`config.mk`:
```
export PLATFORM = sky130hd
export DESIGN_NAME = seq_detector
export DESIGN_NICKNAME = d
export VERILOG_FILES = /design/src/rtl/seq_detector.sv
export SDC_FILE = /design/constraint.sdc
export NUM_CORES = 1
export LEC_CHECK = 0
export CORE_MARGIN = 3
export CORE_UTILIZATION = 56
export CTS_BUF_LIST = sky130_fd_sc_hd__clkbuf_16
export DETAILED_ROUTE_END_ITERATION = 16
export GPL_TIMING_DRIVEN = 1
export PLACE_DENSITY = 0.84
export SLEW_MARGIN = 5
export SYNTH_ARGS = -nofsm -noshare
export SYNTH_HDL_FRONTEND = slang
export SYNTH_SLANG_ARGS = --single-unit
```
`constraint.sdc`:
```
create_clock -name clk -period 6.55 [get_ports clk]
set_input_delay 0.655 -clock clk [delete_from_list [all_inputs] [get_ports clk]]
set_output_delay 0.655 -clock clk [all_outputs]
set_load 0.01 [all_outputs]
```
`src/rtl/seq_detector.sv`:
```
// Serial pattern detector with a runtime-loadable pattern and length,
// selectable overlapping/non-overlapping detection and a saturating match counter.
module seq_detector #(
    parameter int  MAX_LEN   = 8,
    parameter int  CNT_WIDTH = 8,
    localparam int LEN_W     = $clog2(MAX_LEN + 1)
) (
    input  logic                 clk,
    input  logic                 n_rst,
    input  logic                 load,
    input  logic [MAX_LEN-1:0]   pattern_in,
    input  logic [LEN_W-1:0]     len_in,
    input  logic                 overlap,
    input  logic                 enable,
    input  logic                 serial_in,
    input  logic                 clr_count,
    output logic                 match,
    output logic [CNT_WIDTH-1:0] match_count,
    output logic                 armed,
    output logic                 cfg_err
);

    typedef enum logic [1:0] {
        IDLE  = 2'd0,
        HUNT  = 2'd1,
        MATCH = 2'd2
    } state_t;

    state_t               state, state_next;
    logic [MAX_LEN-1:0]   pattern, pattern_next;
    logic [LEN_W-1:0]     len, len_next;
    logic [MAX_LEN-1:0]   hist, hist_next;
    logic [LEN_W-1:0]     fill, fill_next;
    logic [CNT_WIDTH-1:0] count_next;
    logic                 cfg_err_next;

    logic [MAX_LEN-1:0]   mask;
    logic [MAX_LEN-1:0]   shift_hist;
    logic [LEN_W-1:0]     shift_fill;
    logic                 len_ok;
    logic                 hit;
    logic                 enter_match;

    always_comb begin
        // NOTE: every signal gets a default before any branch, so no path infers a latch.
        state_next   = state;
        pattern_next = pattern;
        len_next     = len;
        hist_next    = hist;
        fill_next    = fill;
        cfg_err_next = 1'b0;
        enter_match  = 1'b0;

        for (int i = 0; i < MAX_LEN; i++) begin
            mask[i] = (i < int'(len));
        end
        shift_hist = {hist[MAX_LEN-2:0], serial_in};
        shift_fill = (fill >= LEN_W'(MAX_LEN)) ? LEN_W'(MAX_LEN) : fill + 1'b1;
        hit        = (shift_fill >= len) && ((shift_hist & mask) == (pattern & mask));
        len_ok     = (len_in != '0) && (len_in <= LEN_W'(MAX_LEN));

        if (load) begin
            if (len_ok) begin
                pattern_next = pattern_in;
                len_next     = len_in;
                hist_next    = '0;
                fill_next    = '0;
                state_next   = HUNT;
            end else begin
                cfg_err_next = 1'b1;
                // A match is only ever a one-cycle state; otherwise state is left alone.
                if (state == MATCH) state_next = HUNT;
            end
        end else if (state != IDLE) begin
            state_next = HUNT;
            if (enable) begin
                hist_next = shift_hist;
                fill_next = shift_fill;
                if (hit) begin
                    state_next  = MATCH;
                    enter_match = 1'b1;
                    if (!overlap) begin
                        hist_next = '0;
                        fill_next = '0;
                    end
                end
            end
        end

        count_next = match_count;
        if (clr_count) begin
            count_next = enter_match ? CNT_WIDTH'(1) : '0;
        end else if (enter_match && (match_count != '1)) begin
            count_next = match_count + 1'b1;
        end
    end

    always_ff @(posedge clk or negedge n_rst) begin
        if (!n_rst) begin
            state       <= IDLE;
            pattern     <= '0;
            len         <= '0;
            hist        <= '0;
            fill        <= '0;
            match_count <= '0;
            cfg_err     <= 1'b0;
        end else begin
            // NOTE: non-blocking assignments so every register samples pre-edge values.
            state       <= state_next;
            pattern     <= pattern_next;
            len         <= len_next;
            hist        <= hist_next;
            fill        <= fill_next;
            match_count <= count_next;
            cfg_err     <= cfg_err_next;
        end
    end

    assign match = (state == MATCH);
    assign armed = (state != IDLE);

endmodule

```
# [After elaboration in Yosys (flattened, before gate mapping)]
# Index checks and enable logic that the tools add are counted.
[op_classes] bitwise_logic=2 muxes=28 magnitude_cmp=11 add_sub_neg=2 n_reduce_logical=11 n_eq_ne=5
[op_table] operator="7-bit 2-to-1 mux" count=6
[op_table] operator="4-bit 2-to-1 mux" count=7
[op_table] operator="8-bit bitwise AND" count=2
[op_table] operator="3-bit by 4-bit less-than comparator with 1-bit output, first input constant" count=4
[op_table] operator="8-bit 2-to-1 mux" count=2
[op_table] operator="2-bit 2-to-1 mux" count=6
[op_table] operator="8-bit by 1-bit adder with 8-bit output, second input constant" count=1
[op_table] operator="8-bit equality test" count=1
[op_table] operator="1-bit by 4-bit less-than comparator with 1-bit output, first input constant" count=2
[op_table] operator="2-bit by 4-bit less-than comparator with 1-bit output, first input constant" count=2
[op_table] operator="8-bit != test, second input constant" count=1
[op_table] operator="2-bit nonzero test" count=4
[op_table] operator="1-bit 2-to-1 mux" count=7
[op_table] operator="4-bit by 1-bit adder with 4-bit output, second input constant" count=1
[op_table] operator="4-bit greater-or-equal comparator" count=1
[op_table] operator="4-bit greater-or-equal comparator, second input constant" count=1
[op_table] operator="4-bit less-or-equal comparator, second input constant" count=1
[op_table] operator="2-bit AND reduction" count=2
[op_table] operator="4-bit nonzero test" count=1
[op_table] operator="1-bit logical AND" count=3
[op_table] operator="3-bit by 1-bit != test with 1-bit output, second input constant" count=1
[op_table] operator="3-bit AND reduction" count=1
[op_table] operator="2-bit equality test, second input constant" count=1
[op_table] operator="2-bit by 1-bit != test with 1-bit output, second input constant" count=1
[word_totals] word_cells=66 input_bits=19 regBits=34

# [Logic depth before layout (Yosys ltp)]
[logic_depth] ltp_word=11 ltp_mapped=11 ltp_nobuf=10

# [Worst setup path after synthesis]
# OpenSTA, ideal clock, no wires.
[synth_timing] path_type="register to register" startpoint="register fill[0]" endpoint="register match_count[2]" slack_ns=3.996 required_time_ns=6.472 stages_incl_launch_ff=12 n_path_buf=1 arrival_time_ns=2.477 setup_time_ns=0.078 synth_period_minus_slack_ns=2.554 path_cell_list="dfrtp_1 -> ha_1 -> xnor2_1 -> nor2_1 -> ha_1 -> o21a_1 -> nor2_1 -> a2111oi_2 -> nand4b_4 -> buf_6 -> or3_1 -> a21oi_1"
[synth_via] elab_chain_len=10 elab_cells_between_ends=11 cone_classes="1 x add/sub; 2 x order compare; 5 x mux; 3 x reduce/logical"
[synth_lines] element="start, declared" line_no="33" rtl="logic [LEN_W-1:0] fill, fill_next;"
[synth_lines] element="start signal, assigned" line_no="113" rtl="fill <= fill_next;"
[synth_lines] element="4-bit by 1-bit adder with 4-bit output or 4-bit greater-or-equal comparator (tied branches)" line_no="58" rtl="shift_fill = (fill >= LEN_W'(MAX_LEN)) ? LEN_W'(MAX_LEN) : fill + 1'b1;"
[synth_lines] element="4-bit 2-to-1 mux *" line_no="58"
[synth_lines] element="4-bit greater-or-equal comparator *" line_no="59" rtl="hit = (shift_fill >= len) && ((shift_hist & mask) == (pattern & mask));"
[synth_lines] element="1-bit logical AND *" line_no="59"
[synth_lines] element="1-bit 2-to-1 mux *" line_no="79" rtl="if (hit) begin"
[synth_lines] element="1-bit 2-to-1 mux *" line_no="76" rtl="if (enable) begin"
[synth_lines] element="1-bit 2-to-1 mux *" line_no="74" rtl="end else if (state != IDLE) begin"
[synth_lines] element="1-bit 2-to-1 mux *" line_no="62" rtl="if (load) begin"
[synth_lines] element="1-bit logical AND *" line_no="93" rtl="end else if (enter_match && (match_count != '1)) begin"
[synth_lines] element="2-bit nonzero test (no line) *"
[synth_lines] element="end signal, assigned" line_no="114" rtl="match_count <= count_next;"
[synth_lines] element="end, declared" line_no="18" rtl="output logic [CNT_WIDTH-1:0] match_count,"
# Every way passes the cells marked *; elsewhere a longest branch is shown, timed or not.
# A chain may end at the register's enable or synchronous reset.

# [Worst setup path after layout]
[layout_timing] startpoint="register fill[0]" endpoint="register match_count[3]"
# The elaborated chain is that of the path after synthesis.

==> out/qor.csv <==
metric;value;unit
GRT Residual Overflow;0;
post-synthesis sequential area ratio;47.1;%
CTS tree;yes;
DIE WIDTH;62.8;um
diodes inserted;0;
synth cell count leaders;dfrtp_1, mux2_2, nor2_1, a22o_1, inv_1;
I/O Buffers;29;
fin area;2260;um^2
clk root buf;clkbuf_16;
async set-reset flop share out of synthesis;100;%
Post-Syn Nets;189;
nets;220;
Pleak;0.961;nW
Layout fillers;202;
max-slew violations;0;
GRT Util Overall;21.6;%
initial antenna violation count;0;
clock insertion delay at the later pin of the skew report;0.28;ns
Worst Slack Setup Final;3.66;ns
HP Class;reg2reg;
synthesized area per cell;11.1;um^2
Clock Tree Buf Depth;2;
fmax;0.346;GHz
DRT Pass-1 Iters;4;
Pwr per Cell Area;284;nW/um^2
area grow syn2layout;24.9;%
pin count of the biggest net entering global routing;35;
fin crit period;2.89;ns
top_reg_cell synth;dfrtp_1;
Yosys top cell by area;dfrtp_1;
Crit Path Max Fanout;14;
post-cts resize count;0;
# DRC;0;
Slew headroom;38.4;%
placed cell area;2120;um^2
fin crit share;44.1;%
Ports;30;
Synth Warn #;0;
crit path kind;reg2reg;
Die Area;3940;um^2
total routed wirelength;3780;um
number of synthesized flops with an enable pin;0;
dpl ws;3.67;ns
H-tree depth;2;
Sink Count;34;
Slew @ Worst Pin;0.917;ns
Routed WL per cell;15.9;um
Routed Antenna Nets;0;
Post-CTS Hold Buffers;0;
kind of end point of the critical path;register;
reg2reg setup slack;3.66;ns
routability cong.;0.803;
FP Rows;19;
Num CTS Buffers;5;
number of setup buffers added after CTS;0;
Synth Instances;163;
FF+latch count, synth;34;
max cap viols;0;
number of global-route vias before repair;1438;
Post-DP HPWL;2610;um
Worst-path clk slew;0.05;ns
Required @ worst endpoint;6.74;ns
top cell type's share of synthesized area;47.1;%
via count;1375;
layout cells sized above 1;12.3;%
Hold Fails Final Rpt;0;
Worst Skew;0.00206;ns
status;finished, final reports clean;
top post-synthesis cells by area;dfrtp_1, mux2_2, a22o_1;
via/cell ratio;5.80;
Synth cell types;42;
unrepaired setup endpoints after global routing;false;
Initial Utilization;62.3;%
initial drt markers;141;
critical path launch point type;register;
worst path arrival time;3.09;ns
first-pass GRT wire length;6650;um
Max IR drop VDD;0.216;mV
Core ar.;2900;um^2
synthesized area;1810;um^2
most common cell in the synthesized netlist;dfrtp_1;
die span in y;62.8;um
setup TNS;0;ns
final setup vio count;0;
report_power, final:
part | internal [W] | leakage (nW) | switching (W)
registers | 0.000237 | 0.439 | 0.0000289
logic | 0.0000797 | 0.449 | 0.0000747
clock network | 0.000137 | 0.0724 | 0.0000829
total | 0.000454 | 0.961 | 0.000187
through the flow:
step / util (%) / hold WS (ns) / instances / total power [W]
after floorplan: - / 0.359 / 163 / 0.000377
after global placement: 73.0 / 0.505 / 229 / 0.000414
after detailed placement: 73.0 / 0.511 / 229 / 0.000422
after CTS: 77.8 / 0.526 / 237 / 0.000642
after global routing: 77.8 / 0.551 / 237 / 0.000679
final: 77.8 / 0.522 / 237 / 0.000640
flip-flops by register name, summed over array words and instances, names as in the netlist:
signal / count
len: 4
cfg_err: 1
pattern: 8
match_count: 8
hist: 7
state: 2
fill: 4
cells in the final DEF, fill, tap and decap left out, drive strengths merged, types with 3 or more instances in the layout:
| cell type | count |
|---|---|
| o21ai | 6 |
| nor2 | 11 |
| nand3 | 4 |
| or3 | 4 |
| nor3 | 3 |
| mux2 | 11 |
| xor2 | 4 |
| inv | 11 |
| a22o | 10 |
| nand2 | 5 |
| clkbuf | 5 |
| clkdlybuf4s50 | 29 |
| o31ai | 4 |
| ha | 7 |
| xnor2 | 6 |
| or4 | 3 |
| nand2b | 5 |
| a21oi | 8 |
| dfrtp | 34 |
cell type report:
cell class	count	area, um^2	area share [%]
inverter	10	37.5	1.66
clock buffer	5	125	5.55
sequential	34	851	37.7
tap	42	52.6	2.33
timing repair buffer	30	298	13.2
clock inverter	3	12.5	0.555
multi-input combinational	113	880	39.0
final timing paths:
check	startpoint	endpoint	cells after the start
setup reg to reg	fill[0]$_DFFE_PN0P_	match_count[3]$_DFFE_PN0P_	10
setup / recovery	fill[0]$_DFFE_PN0P_	match_count[3]$_DFFE_PN0P_	10
hold reg to reg	pattern[7]$_DFFE_PN0P_	pattern[7]$_DFFE_PN0P_	1
min in group asynchronous	n_rst	fill[1]$_DFFE_PN0P_	2
max in group asynchronous	n_rst	match_count[5]$_DFFE_PN0P_	2
hold / removal	pattern[7]$_DFFE_PN0P_	pattern[7]$_DFFE_PN0P_	1
critical path: stages, from the launching register on:
cell       delay [ns]
dfrtp_1          0.42
ha_1             0.23
xnor2_1          0.14
nor2_1           0.08
ha_1             0.28
o21a_1           0.10
nor2_1           0.04
a2111oi_2        0.54
nand4b_4         0.28
or4_1            0.53
a21oi_1          0.17
cells by family after synthesis:
logic type	after synthesis	share of synthesized area [%]
AND/OR/NAND/NOR	43	14.2
AO/OA/AOI/OAI	41	17.4
flip-flops	34	47.1
buffers and inverters	16	4.16
multiplexers	12	7.42
XOR/XNOR	10	4.85
adder cells (fa/ha/maj)	7	4.85
layer usage:
layer / vias up / global-route usage, % / wire length (um)
li1: 663 / - / -
met1: 664 / 28.6 / 1770
met2: 39 / 33.3 / 1730
met3: 9 / 6.12 / 215
met4: 0 / 8.54 / 60
met5: - / 0 / 0
Note: power is estimated with default switching activity, not from simulation.
